**src/rtl/code_lock_fsm.sv**
```systemverilog
// Combination-lock controller: digit-by-digit code entry, failed-attempt lockout and
// re-programming while open. Outputs are registered and update one cycle after a press.
module code_lock_fsm #(
  parameter int unsigned                 CODE_LEN       = 4,
  parameter int unsigned                 WIDTH          = 4,
  parameter int unsigned                 MAX_TRIES      = 3,
  parameter int unsigned                 LOCKOUT_CYCLES = 8,
  parameter logic [CODE_LEN*WIDTH-1:0]   DEFAULT_CODE   = 16'h4321
) (
  input  logic                               clk_i,
  input  logic                               reset_i,
  input  logic                               enter_i,
  input  logic [WIDTH-1:0]                   digit_i,
  input  logic                               program_i,
  input  logic                               lock_i,
  output logic                               unlocked_o,
  output logic                               fail_o,
  output logic                               locked_out_o,
  output logic [$clog2(CODE_LEN+1)-1:0]      pos_o,
  output logic [$clog2(MAX_TRIES+1)-1:0]     tries_left_o
);

  localparam int unsigned PW = $clog2(CODE_LEN+1);
  localparam int unsigned TW = $clog2(MAX_TRIES+1);
  localparam int unsigned CW = $clog2(LOCKOUT_CYCLES+1);

  localparam logic [PW-1:0] LAST_POS   = PW'(CODE_LEN-1);
  localparam logic [TW-1:0] FULL_TRIES = TW'(MAX_TRIES);
  localparam logic [CW-1:0] LOCK_LOAD  = CW'(LOCKOUT_CYCLES-1);

  typedef enum logic [1:0] {
    S_ENTRY,
    S_OPEN,
    S_PROG,
    S_LOCKOUT
  } state_e;

  typedef logic [CODE_LEN-1:0][WIDTH-1:0] code_t;

  state_e        state_q, state_d;
  code_t         code_q, code_d;
  code_t         shadow_q, shadow_d;
  logic [PW-1:0] pos_q, pos_d;
  logic [TW-1:0] tries_q, tries_d;
  logic [CW-1:0] cnt_q, cnt_d;
  logic          bad_q, bad_d;
  logic          fail_q, fail_d;
  logic          unlocked_q, unlocked_d;
  logic          locked_out_q, locked_out_d;
  logic          enter_q;

  logic             press;
  logic             mismatch;
  logic [WIDTH-1:0] cur_digit;

  assign press = enter_i & ~enter_q;

  always_comb begin
    cur_digit = '0;
    for (int i = 0; i < CODE_LEN; i++) begin
      if (pos_q == PW'(i)) begin
        cur_digit = code_q[i];
      end
    end
  end

  assign mismatch = (digit_i != cur_digit);

  always_comb begin
    state_d  = state_q;
    code_d   = code_q;
    shadow_d = shadow_q;
    pos_d    = pos_q;
    tries_d  = tries_q;
    cnt_d    = cnt_q;
    bad_d    = bad_q;
    fail_d   = 1'b0;

    case (state_q)
      S_ENTRY: begin
        if (press) begin
          if (pos_q == LAST_POS) begin
            pos_d = '0;
            bad_d = 1'b0;
            if (bad_q | mismatch) begin
              fail_d  = 1'b1;
              tries_d = tries_q - TW'(1);
              if (tries_q == TW'(1)) begin
                state_d = S_LOCKOUT;
                cnt_d   = LOCK_LOAD;
              end
            end else begin
              state_d = S_OPEN;
              tries_d = FULL_TRIES;
            end
          end else begin
            pos_d = pos_q + PW'(1);
            bad_d = bad_q | mismatch;
          end
        end
      end

      S_OPEN: begin
        // The press that enters programming is a command, not a digit.
        if (lock_i) begin
          state_d = S_ENTRY;
          pos_d   = '0;
        end else if (press && program_i) begin
          state_d = S_PROG;
          pos_d   = '0;
        end
      end

      S_PROG: begin
        if (lock_i) begin
          state_d = S_OPEN;
          pos_d   = '0;
        end else if (press) begin
          for (int i = 0; i < CODE_LEN; i++) begin
            if (pos_q == PW'(i)) begin
              shadow_d[i] = digit_i;
            end
          end
          if (pos_q == LAST_POS) begin
            code_d  = shadow_d;
            state_d = S_ENTRY;
            pos_d   = '0;
            tries_d = FULL_TRIES;
          end else begin
            pos_d = pos_q + PW'(1);
          end
        end
      end

      S_LOCKOUT: begin
        if (cnt_q == '0) begin
          state_d = S_ENTRY;
          pos_d   = '0;
          tries_d = FULL_TRIES;
        end else begin
          cnt_d = cnt_q - CW'(1);
        end
      end

      default: begin
        state_d = S_ENTRY;
        pos_d   = '0;
      end
    endcase

    unlocked_d   = (state_d == S_OPEN) || (state_d == S_PROG);
    locked_out_d = (state_d == S_LOCKOUT);
  end

  // enter_q resets high so a key held through reset is not seen as a press.
  always_ff @(posedge clk_i) begin
    if (reset_i) begin
      state_q      <= S_ENTRY;
      code_q       <= DEFAULT_CODE;
      shadow_q     <= DEFAULT_CODE;
      pos_q        <= '0;
      tries_q      <= FULL_TRIES;
      cnt_q        <= '0;
      bad_q        <= 1'b0;
      fail_q       <= 1'b0;
      unlocked_q   <= 1'b0;
      locked_out_q <= 1'b0;
      enter_q      <= 1'b1;
    end else begin
      state_q      <= state_d;
      code_q       <= code_d;
      shadow_q     <= shadow_d;
      pos_q        <= pos_d;
      tries_q      <= tries_d;
      cnt_q        <= cnt_d;
      bad_q        <= bad_d;
      fail_q       <= fail_d;
      unlocked_q   <= unlocked_d;
      locked_out_q <= locked_out_d;
      enter_q      <= enter_i;
    end
  end

  assign unlocked_o   = unlocked_q;
  assign fail_o       = fail_q;
  assign locked_out_o = locked_out_q;
  assign pos_o        = pos_q;
  assign tries_left_o = tries_q;

endmodule
```
**config.mk**
```make
export PLATFORM = sky130hd
export DESIGN_NAME = code_lock_fsm
export DESIGN_NICKNAME = d
export VERILOG_FILES = /design/src/rtl/code_lock_fsm.sv
export SDC_FILE = /design/constraint.sdc
export NUM_CORES = 1
export LEC_CHECK = 0
export CAP_MARGIN = 5
export CORE_UTILIZATION = 40
export DETAILED_ROUTE_END_ITERATION = 6
export PLACE_DENSITY = 0.56
export SLEW_MARGIN = 20
export SYNTH_ARGS = -nofsm -noshare
export SYNTH_HDL_FRONTEND = slang
export SYNTH_SLANG_ARGS = --single-unit
```
**constraint.sdc**
```tcl
create_clock -name clk_i -period 3.3 [get_ports clk_i]
set_input_delay 0.33 -clock clk_i [delete_from_list [all_inputs] [get_ports clk_i]]
set_output_delay 0.33 -clock clk_i [all_outputs]
set_load 0.01 [all_outputs]
```
* After elaboration in Yosys (flattened, before gate mapping)
Cells that the tools add are included.
** Storage, ports and cells
- Register bits after elaboration :: 48
- Latch bits :: 0
- Memory bits (writable) :: 0
- ROM bits :: 0
- Bits of input ports :: 9
- Output and inout port bits :: 8
- Logic and storage cells :: 104
- Memories :: 0
** Operators by class
- $add $sub $neg :: 3
- Multipliers :: 0
- Div/mod/pow operators :: 0
- Order comparisons :: 0
- Equal/unequal tests :: 21
- Shift operators :: 0
- Muxes and demuxes :: 42
- Bitwise gates (word level) :: 7
- Reductions and logical operators :: 14
** Operators by type and width (count)
- 4-bit 2-to-1 mux :: 13
- 2-bit 2-to-1 mux :: 17
- 3-bit 2-to-1 mux :: 6
- 2-bit inequality test (second input constant) :: 9
- 3-bit one-hot mux with 4 select lines :: 1
- 2-bit equality test (second input constant) :: 4
- 2-bit one-hot mux with 4 select lines :: 1
- 4-bit one-hot mux with 2 select lines :: 1
- 7-bit AND reduction :: 1
- 2-bit by 1-bit equality test with 1-bit output (second input constant) :: 3
- 3-bit by 2-bit equality test with 1-bit output (second input constant) :: 2
- 2-bit one-hot mux with 3 select lines :: 1
- 6-bit AND reduction :: 1
- 1-bit inverter :: 5
- 4-bit logical NOT :: 1
- 4-bit inequality test :: 1
- 2-bit AND reduction :: 2
- 4-bit AND reduction :: 1
- 4-bit OR reduction :: 1
- 4-bit by 1-bit subtractor with 4-bit output (second input constant) :: 1
- 3-bit by 1-bit adder with 3-bit output (second input constant) :: 1
- 3-bit by 1-bit equality test with 1-bit output (second input constant) :: 1
- 3-bit logical NOT :: 1
- 3-bit inequality test (second input constant) :: 1
- other kinds (10) :: 11

* Depth between registers and ports, before layout
- Word-level depth :: 13
- Gate-level depth with buffers :: 11
- Depth with buffers taken out :: 10

* Worst setup path after synthesis
OpenSTA, ideal clock, no wires.
- Path kind :: reg2reg
- Start :: reg pos_q[0], in the netlist pos_o[0]
- End :: reg unlocked_q, in the netlist unlocked_o
- Library setup time :: 126 ps
- Arrival :: 2219 ps
- Required time :: 3174 ps
- Setup slack :: 955 ps
- Cell stages (with the launch flop) :: 11
- Buffers on the path :: 1
- Period minus slack after synthesis :: 2345 ps
- Path through :: dfxtp_1 -> inv_1 -> ha_1 -> buf_2 -> a221o_1 -> a21oi_2 -> xnor2_1 -> nand3_1 -> a22oi_1 -> ha_1 -> nor2b_1
** On the way
- Longest elaborated chain between the ends :: 13
- Elaborated cells between the ends (all ways) :: 20
- Those cells by class :: eq/ne: 6; mux: 11; bitwise: 1; reduce/logical: 2
** Ends and longest elaborated chain
- start: declaration :: RTL line 43 : logic [PW-1:0] pos_q, pos_d;
- start signal: assignment :: RTL line 173 : pos_q <= pos_d;
- 3-bit logical NOT :: RTL line 61 : if (pos_q == PW'(i)) begin
- 4-bit 2-to-1 mux (4 in a row) :: RTL line 61
- 4-bit inequality test :: RTL line 67 : assign mismatch = (digit_i != cur_digit);
- 1-bit bitwise OR :: RTL line 85 : if (bad_q | mismatch) begin
- 2-bit 2-to-1 mux :: RTL line 85
- 2-bit 2-to-1 mux :: RTL line 82 : if (pos_q == LAST_POS) begin
- 2-bit 2-to-1 mux :: RTL line 81 : if (press) begin
- 2-bit one-hot mux with 4 select lines (*) :: RTL line 79 : case (state_q)
- via state_d[0] :: RTL line 40 : state_e state_q, state_d;
- 2-bit by 1-bit equality test with 1-bit output / 2-bit equality test (equally long branches) :: RTL line 151 : unlocked_d = (state_d == S_OPEN) || (state_d == S_PROG);
- 1-bit logical OR (*) :: RTL line 151
- via unlocked_d :: RTL line 48 : logic unlocked_q, unlocked_d;
- end signal: assignment :: RTL line 178 : unlocked_q <= unlocked_d;
- end: declaration :: RTL line 48
Mark *: on every way through the listed nets, which the timed path passes. The rest lies on a longest branch.
A chain may end at the register's enable or synchronous reset.

* Final worst setup path
- Start :: reg pos_q[1], in the netlist pos_o[1]
- End :: reg unlocked_q, in the netlist unlocked_o
Same word-level chain as after synthesis.

==> impl_metrics.py <==
metrics = {
    "status": {
        "status": "finished, final reports clean",
    },
    "sta": {
        "final.period_utilization_pct": 80.5,
        "drv_slew": 0,
        "fmax_mhz": 376,
        "timing.hold.ws_ps": 458,
        "relSlewSlack_pct": 53.2,
        "worst_pin_slew_ps": 692,
        "fin_skew_ps": 9.99,
        "rsz0062_at_grt": "no",
        "min_period_ps": 2660,
        "finalSetupViolCount": 0,
        "worst_slack_ps": 643,
        "finalHoldViolCount": 0,
        "setup_tns_ps": 0,
    },
    "grt": {
        "grt_pass1_vias": 1532,
        "grt_pass1_wl_mm": 7.95,
        "antenna_found_initial": 0,
        "grt_overflow": 0,
        "grtUsageTotal_pct": 17.1,
        "grt_max_degree": 34,
    },
    "logic_synthesis": {
        "netlist_instances": 260,
        "synthArstFlopShare_pct": 0,
        "seq_area_frac_synth_pct": 39.2,
        "syn_area_sq_um": 2240,
        "synth_top_flop_cell": "dfxtp_1",
        "syn_nets": 276,
        "yosysTopAreaCellShare_pct": 39.2,
        "ys_warn_count": 0,
        "ys_types": 45,
        "synth_top_area_cell": "dfxtp_1",
        "ys_ff_latch": 44,
        "synth_edf_count": 0,
        "synth.area.top_cells": "dfxtp_1 (39%), mux2i_1 (12%), nor2_1 (4.0%)",
        "synth_area_per_cell_sq_um": 8.63,
    },
    "clock_tree": {
        "post_cts_buffers": 0,
        "clkLatencyLatePin_ps": 300,
        "ctsResizeCount": 0,
        "numCtsBuffers": 5,
        "clk_pin_slew_worst_paths_ps": 90,
        "clockRootBuffer": "clkbuf_8",
        "ctsHoldBuffers": 0,
        "clkSinkCount": 44,
        "clock_path_buffers": 2,
        "cts_tree": "yes",
        "h-tree-depth": 2,
    },
    "critical_path": {
        "startpoint_type": "flop",
        "crit_chain": "inv_1, ha_1, nand3b_1, a221o_1, a21oi_2, xnor2_1, nand3_1, a22oi_1, ha_1, nor2b_1",
        "crit_type": "reg2reg",
        "cp_slowest_cell": "dfxtp_1",
        "critical-path-max-stage-delay_ps": 400,
        "end_kind": "flop",
        "crit_top_cell": "ha_1",
        "path_max_fanout": 8,
        "worst_ep_required_time_ps": 3490,
        "crit_arrival_ps": 2850,
    },
    "min_path": {
        "holdCritPathClass": "reg2reg",
    },
    "floorplan": {
        "fp.dieArea_sq_um": 5920,
        "row_count": 26,
        "fp.dieW_microns": 76.9,
        "io-pin-count": 17,
        "coreArea_sq_um": 5270,
        "fp.dieH_microns": 76.9,
        "start_util_pct": 42.6,
    },
    "power": {
        "p_per_area_nw_per_um2": 403,
        "peakVddDrop_v": 0.000212,
        "netSwitchingFraction_pct": 23.0,
        "power_frac_seq_pct": 52.1,
        "p_leak_nw": 0.926,
        "p_int_mw": 0.789,
        "p_comb_share_pct": 7.2,
        "p_total_mw": 1.02,
        "p_sw_mw": 0.236,
        "clkPwrFrac_pct": 40.7,
    },
    "cells_and_area": {
        "finalNetCount": 282,
        "layout_commonest_cell": "dfxtp_1",
        "diodes": 0,
        "area_delta_synth_final_pct": 13.3,
        "instances_no_fill": 337,
        "fillers": 530,
        "final_area_sq_um": 2540,
        "drive_gt1_share_pct": 6.37,
        "fin_util_pct": 48.3,
        "layout_common_cells": "dfxtp_1 (44), mux2i_1 (27), nor2_1 (24), nand2_1 (22), a21oi_1 (17)",
    },
    "drt": {
        "antenna_left": 0,
        "route.vias.total": 1766,
        "finalWirelength_mm": 4.70,
        "drc_errors": 0,
        "via_per_inst": 5.24,
        "dr.first_iter.drc_count": 81,
        "route.detailed.wl_per_inst_microns": 13.9,
        "dr.pass1.iters": 4,
    },
    "job": {
        "maxCapViolCount": 0,
    },
    "place": {
        "place_worst_setup_slack_ps": 538,
        "dp_cells": 329,
        "gp_congestion": 0.776,
        "dpl-instance-area_sq_um": 2430,
        "port-buffer-count": 16,
        "hpwl_mm": 3.30,
    },
}
path summary, 6_finish.rpt:
check                          startpoint                      end  slack (ps)  cells past startpoint
setup / recovery    pos_o[1]$_SDFFE_PP0P_    unlocked_o$_SDFF_PP0_         640                     10
hold reg to reg   code_q[13]$_SDFFE_PP0P_  code_q[13]$_SDFFE_PP0P_         460                      2
setup reg to reg    pos_o[1]$_SDFFE_PP0P_    unlocked_o$_SDFF_PP0_         640                     10
hold / removal    code_q[13]$_SDFFE_PP0P_  code_q[13]$_SDFFE_PP0P_         460                      2
cell type report:
class,instances,area (sq um),area share (%)
Multi-Input combinational cell,183,1220,48.2
Sequential cell,44,881,34.6
Timing Repair Buffer,21,198,7.77
Tap cell,70,87.6,3.44
Clock buffer,5,68.8,2.71
Clock inverter,3,42.5,1.67
Inverter,11,41.3,1.62
metal layers:
layer	share of wire, %	vias up	GRT usage [%]
met5	0	-	0
met4	1.1	0	5.19
met3	4.2	7	3.81
met2	41	31	23.5
met1	54	811	26.0
li1	-	917	-
critical path: cells and delay by family (launching register included):
kind            cells  cell delay (ps)
fa+ha+maj           2              540
xor+xnor            1              220
buf+inv             1               80
compound gates      3              700
flops               1              400
simple gates        3              600
state kept, by name, summed over array words and instances, names as in the netlist:
name,count
bad_q,1
unlocked_o,1
cnt_q,4
locked_out_o,1
state_q,2
enter_q,1
shadow_q,12
code_q,16
fail_o,1
tries_left_o,2
pos_o,3
Yosys cell counts (all sizes together), types with 3 or more instances:
master	instances
mux2i	27
dfxtp	44
xor2	4
or3	4
nor3	6
buf	9
a221oi	3
o211ai	5
nand2b	5
o21ai	7
nand2	22
a211oi	10
inv	11
nor2b	14
ha	7
clkbuf	13
a21oi	18
or2	3
nor2	24
power by group through the flow:
stage	clock, mW	sequential (mW)	combinational, mW
after floorplan	0	0.547	0.0476
after global placement	0	0.547	0.0740
after detailed placement	0	0.547	0.0737
after CTS	0.430	0.534	0.0742
after global routing	0.443	0.535	0.0816
final	0.417	0.534	0.0738
cells by family (layout without fill, tap and decap cells):
family	after synthesis	after routing	synth area share (%)
buf+inv	33	40	6.19
xor+xnor	6	6	2.34
flops	44	44	39.2
mux	27	27	12.0
simple gates	88	88	19.7
fa+ha+maj	7	7	3.90
compound gates	55	55	16.6
(Power assumes the default switching activity.)
